### src/rtl/cw_keying_envelope.sv
// Shaped CW keying envelope: ramps a signed amplitude linearly between 0 and
// iS_amplitude in response to an asynchronous active-low key, suppressing key clicks.
module cw_keying_envelope #(
   parameter int DATA_WIDTH = 16,
   parameter int RAMP_BITS  = 8,
   parameter int STEP_DIV   = 16
) (
   input  logic                         i_clk,
   input  logic                         i_reset,
   input  logic                         i_key_n,
   input  logic signed [DATA_WIDTH-1:0] iS_amplitude,
   output logic signed [DATA_WIDTH-1:0] oS_output
);

   localparam int DIV_W = (STEP_DIV > 1) ? $clog2(STEP_DIV) : 1;
   localparam int PW    = DATA_WIDTH + RAMP_BITS + 1;
   localparam logic [DIV_W-1:0]   DIV_LAST = DIV_W'(STEP_DIV - 1);
   localparam logic [RAMP_BITS:0] ENV_FULL = {1'b1, {RAMP_BITS{1'b0}}};

   logic                         keyMeta_q;
   logic                         keySync_q;
   logic [DIV_W-1:0]             div_q, div_d;
   logic [RAMP_BITS:0]           env_q, env_d;
   logic signed [DATA_WIDTH-1:0] out_q, out_d;

   logic                         keyChange;
   logic                         stepStrobe;
   logic signed [PW-1:0]         ampExt;
   logic signed [PW-1:0]         envExt;
   logic signed [PW-1:0]         product;

   always_ff @(posedge i_clk or posedge i_reset) begin
      if (i_reset) begin
         keyMeta_q <= 1'b1;
         keySync_q <= 1'b1;
         div_q     <= '0;
         env_q     <= '0;
         out_q     <= '0;
      end else begin
         keyMeta_q <= i_key_n;
         keySync_q <= keyMeta_q;
         div_q     <= div_d;
         env_q     <= env_d;
         out_q     <= out_d;
      end
   end

   // Divider restarts as the synchronized key is about to change, so the first
   // envelope step lands exactly STEP_DIV clocks after key_s toggles.
   always_comb begin
      keyChange  = (keyMeta_q != keySync_q);
      stepStrobe = !keyChange && (div_q == DIV_LAST);
      div_d      = (keyChange || stepStrobe) ? '0 : div_q + 1'b1;
      env_d      = env_q;
      if (stepStrobe) begin
         if (!keySync_q && (env_q != ENV_FULL)) begin
            env_d = env_q + 1'b1;
         end else if (keySync_q && (env_q != '0)) begin
            env_d = env_q - 1'b1;
         end
      end
   end

   // Full-precision signed product; env is zero-extended so it stays non-negative.
   always_comb begin
      ampExt  = {{(PW-DATA_WIDTH){iS_amplitude[DATA_WIDTH-1]}}, iS_amplitude};
      envExt  = {{(PW-RAMP_BITS-1){1'b0}}, env_q};
      product = ampExt * envExt;
      out_d   = DATA_WIDTH'(product >>> RAMP_BITS);
   end

   assign oS_output = out_q;

endmodule

### config.mk
export PLATFORM = sky130hd
export DESIGN_NAME = cw_keying_envelope
export DESIGN_NICKNAME = d
export VERILOG_FILES = /design/src/rtl/cw_keying_envelope.sv
export SDC_FILE = /design/constraint.sdc
export NUM_CORES = 1
export LEC_CHECK = 0
export CELL_PAD_IN_SITES_DETAIL_PLACEMENT = 0
export CELL_PAD_IN_SITES_GLOBAL_PLACEMENT = 1
export CORE_AREA = 4 4 123 125
export CTS_BUF_LIST = sky130_fd_sc_hd__clkbuf_4 sky130_fd_sc_hd__clkbuf_8 sky130_fd_sc_hd__clkbuf_16
export CTS_CLUSTER_DIAMETER = 30
export DETAILED_ROUTE_END_ITERATION = 7
export DIE_AREA = 0 0 127 129
export GPL_TIMING_DRIVEN = 0
export PLACE_DENSITY = 0.85
export SLEW_MARGIN = 10
export SYNTH_ARGS = -nofsm -noshare
export SYNTH_HDL_FRONTEND = slang
export SYNTH_SLANG_ARGS = --single-unit
### constraint.sdc
create_clock -name i_clk -period 6 [get_ports i_clk]
set_input_delay 1.5 -clock i_clk [delete_from_list [all_inputs] [get_ports i_clk]]
set_output_delay 1.5 -clock i_clk [all_outputs]
set_load 0.01 [all_outputs]
==> results of run 1 <==
-- power groups by stage --
stage | Combinational [mW] | Clock (mW) | Sequential, mW
5_1_grt | 0.0660 | 0.315 | 0.218
3_5_place_dp | 0.0513 | 0 | 0.221
6_report | 0.0606 | 0.297 | 0.218
2_1_floorplan | 0.0285 | 0 | 0.221
3_3_place_gp | 0.0497 | 0 | 0.221
4_1_cts | 0.0555 | 0.302 | 0.218
-- area by class of cell --
type	count	area [sq um]
Multi-Input combinational cell	457	4806
Inverter	136	510.5
Clock inverter	2	35.03
Fill cell	1291	6812
Sequential cell	31	778.2
Buffer	26	198.9
Tap cell	180	225.2
Clock buffer	6	138.9
Timing Repair Buffer	40	376.6
-- path summary, 6_finish.rpt --
check	to	start	slack, ns	depth (start not counted)
max in group asynchronous	div_q[1]$_DFF_PP0_	i_reset	3.90	2
min in group asynchronous	oS_output[0]$_DFF_PP0_	i_reset	1.64	2
worst min register to register	keySync_q$_DFF_PP1_	keyMeta_q$_DFF_PP1_	0.39	0
worst max-delay path	oS_output[15]$_DFF_PP0_	iS_amplitude[3]	-0.43	18
worst min-delay path	keySync_q$_DFF_PP1_	keyMeta_q$_DFF_PP1_	0.39	0
worst max register to register	oS_output[15]$_DFF_PP0_	env_q[4]$_DFFE_PP0P_	-0.34	17
-- worst register-to-register path, cell delays in order, from the launching register on --
cell and delay, ns:
dfrtp_1 0.60, clkbuf_1 0.65, nand2_2 0.13, fa_1 0.55
inv_1 0.06, fa_2 0.46, fa_2 0.58, fa_1 0.44
fa_1 0.48, ha_2 0.21, or3_4 0.39, or3_4 0.34
a2111oi_4 0.18, buf_4 0.19, o31ai_4 0.06, o41a_1 0.47
nor4_2 0.33, nor3_2 0.08
-- registers in the layout, indices dropped and copies added (netlist names) --
signal	count
oS_output	16
keySync_q	1
div_q	4
env_q	9
keyMeta_q	1
-- synthesized netlist by cell type, types with 5 or more instances --
master / count
inv_1: 136
fa_1: 115
nand2_1: 85
and2_1: 68
ha_1: 58
dfrtp_1: 29
clkbuf_1: 24
nor2_1: 23
xnor2_1: 23
o21ai_0: 16
a21oi_1: 14
xor2_1: 7
nor3_1: 5
o21a_1: 5
-- cell families (layout without fill, tap and decap cells) --
logic type,count (synthesis),after routing
and+or+nand+nor,198,198
xor gates and xnor gates,30,30
buffers and inverters,162,210
muxes,1,1
AOI/OAI and AO/OA,55,55
DFF,31,31
adders and majority gates,173,173
-- through the flow --
stage | instances | hold WS [ns]
CTS | 870 | 0.3903
finish | 878 | 0.3900
global route | 878 | 0.3968
detailed placement | 854 | 0.3828
global placement | 854 | 0.3797
floorplan | 650 | 0.3737
-- per-layer routing --
layer | routed length, um | GRT usage | part of all wire | vias to the layer above
met5 | 0 | 0 | 0 | -
met4 | 214 | 0.03596 | 0.015 | 0
met3 | 673 | 0.02781 | 0.047 | 25
met2 | 7471 | 0.3366 | 0.52 | 108
met1 | 5993 | 0.2447 | 0.42 | 2316
li1 | - | - | - | 2052
-- repair_timing --
action                                 in CTS  in global routing
endpoints found under the hold margin       0                  0
setup buffers                               8                  8
gates resized for setup                    45                 41
setup endpoints to repair                  11                 12
hold buffers                                0                  0
pin swaps                                   9                 14
==> out/results.ini, run 1 <==
[critical_path]
critPathTopFamily=adder cells
cp.arrival_ns=6.57
cp.required_ns=6.15
path_buf_inv=4
crit_path_start_kind=input pin
cp_max_fo=9
cp-end-kind=register
crit_type=in2reg
crit_chain=buf_4 > and2_1 > fa_1 > inv_1 > fa_1 > fa_1 > fa_1 > fa_1 > inv_1 > ha_4 > or3_4 > or3_4 > a2111oi_4 > buf_4 > o31ai_4 > o41a_1 > nor4_2 > nor3_2
slowest_stage=fa_1
cp_common_cell=fa_1
cpPeakStageDelay_ns=0.55

[logic_synthesis]
async_reset_ff_frac=1.000
synth-seq-cells=31
synth_fa_ha_area_frac=0.5018
synth_compound_area_frac=0.06220
synth_xor_area_frac=0.04354
synth.top_cell.area_share=0.3815
synth-simple-area-share=0.1609
ys_warn_count=0
synthCells=650
ys_types=40
ys_seq_area_frac=0.1290
synth_area_per_cell_sq_um=9.284
synthMuxAreaShare=0.001866
synth-edff-count=0
synthesis.nets=842
synth_area_sq_um=6035
synth_flop_cell=dfrtp_1
synth_area_leader_cell=fa_1
synth_top_family_by_area=adder cells
synthTopCellsByArea=fa_1 38%, dfrtp_1 12%, ha_1 12%, inv_1 8.5%, and2_1 7.0%

[global_routing]
grt_overflow=0
first_global_vias=4946
antenna_found_initial=0
grt_usage=0.1879
grt_max_degree=32
grt_pass1_wl_um=24570

[sta]
post-route-period-util=1.072
setup_slack_ns=-0.4291
drv_slew=0
max_slew_margin=0.4753
min_period_ns=6.429
rsz0062_at_grt=true
fin_skew_ns=0.009231
finalHoldViolCount=0
fmax_mhz=155.5
finalSetupViolCount=5
worst_pin_slew_ns=0.7871
setup_tns_ns=-1.439

[power]
power.density_nw_per_um2=81.35
leakagePower_nw=3.754
p_switching_mw=0.1290
seq_power_share=0.379
p_sw_frac=0.2244
internal_power_mw=0.4461
pwr-share-clk=0.516
comb_power_share=0.105
power_mw=0.5751
ir_worst_vdd_mv=0.1121

[route]
post_drt_wl_per_cell_um=16.35
vias=4501
drt-total-wl_um=14350
first_pass_iters=4
via_per_inst=5.126
drc=0
ant_nets=0
drt_iter0_drc=214

[finish]
drive_gt1_frac=0.1203
mostFrequentLayoutCells=134 x inv_1, 112 x fa_1, 78 x nand2_1
final_common_cell=inv_1
layout.nets=889
fin_util=0.5093
final_area_sq_um=7069
diodes=0
syn_to_final_growth_pct=17.15

[floorplan]
pin_count=35
dieArea_sq_um=16380
start_util=0.4347
die_x_um=127
core_sq_um=13880
num_rows=43
die_y_um=129

[clock_network]
cts.path.max_buffers=2
root_buffer=clkbuf_16
cts_tree=built
numCtsBuffers=5
cts_sinks=31
clk_latency_ns=0.28
cts-htree-levels=2
clkSlewWorstSetupHoldPaths_ns=0.05

[place]
dp_slack_ns=-1.492
dpl-instance-area_sq_um=6573
portBuffers=24
dp_hpwl_um=11470
place.gp.congestion=0.8230

[run]
drv_cap=0

[status]
failed_checks=negative setup slack
outcome=finished, violations left

[min_path]
hold_path_class=reg2reg

Power figures use the tool's default switching activity.
==> inputs of run 2 (changes only) <==
==> constraint.sdc (replaced) <==
create_clock -name i_clk -period 6 [get_ports i_clk]
set_input_delay 1.5 -clock i_clk [delete_from_list [all_inputs] [get_ports i_clk]]
set_output_delay 1.5 -clock i_clk [all_outputs]
set_load 0.005 [all_outputs]
==> results of run 2 <==
Same layout as run 1 (identical final DEF). Status: finished, violations left: negative setup slack.
Among the figures that moved: total power 0.5751 mW -> 0.5750 mW
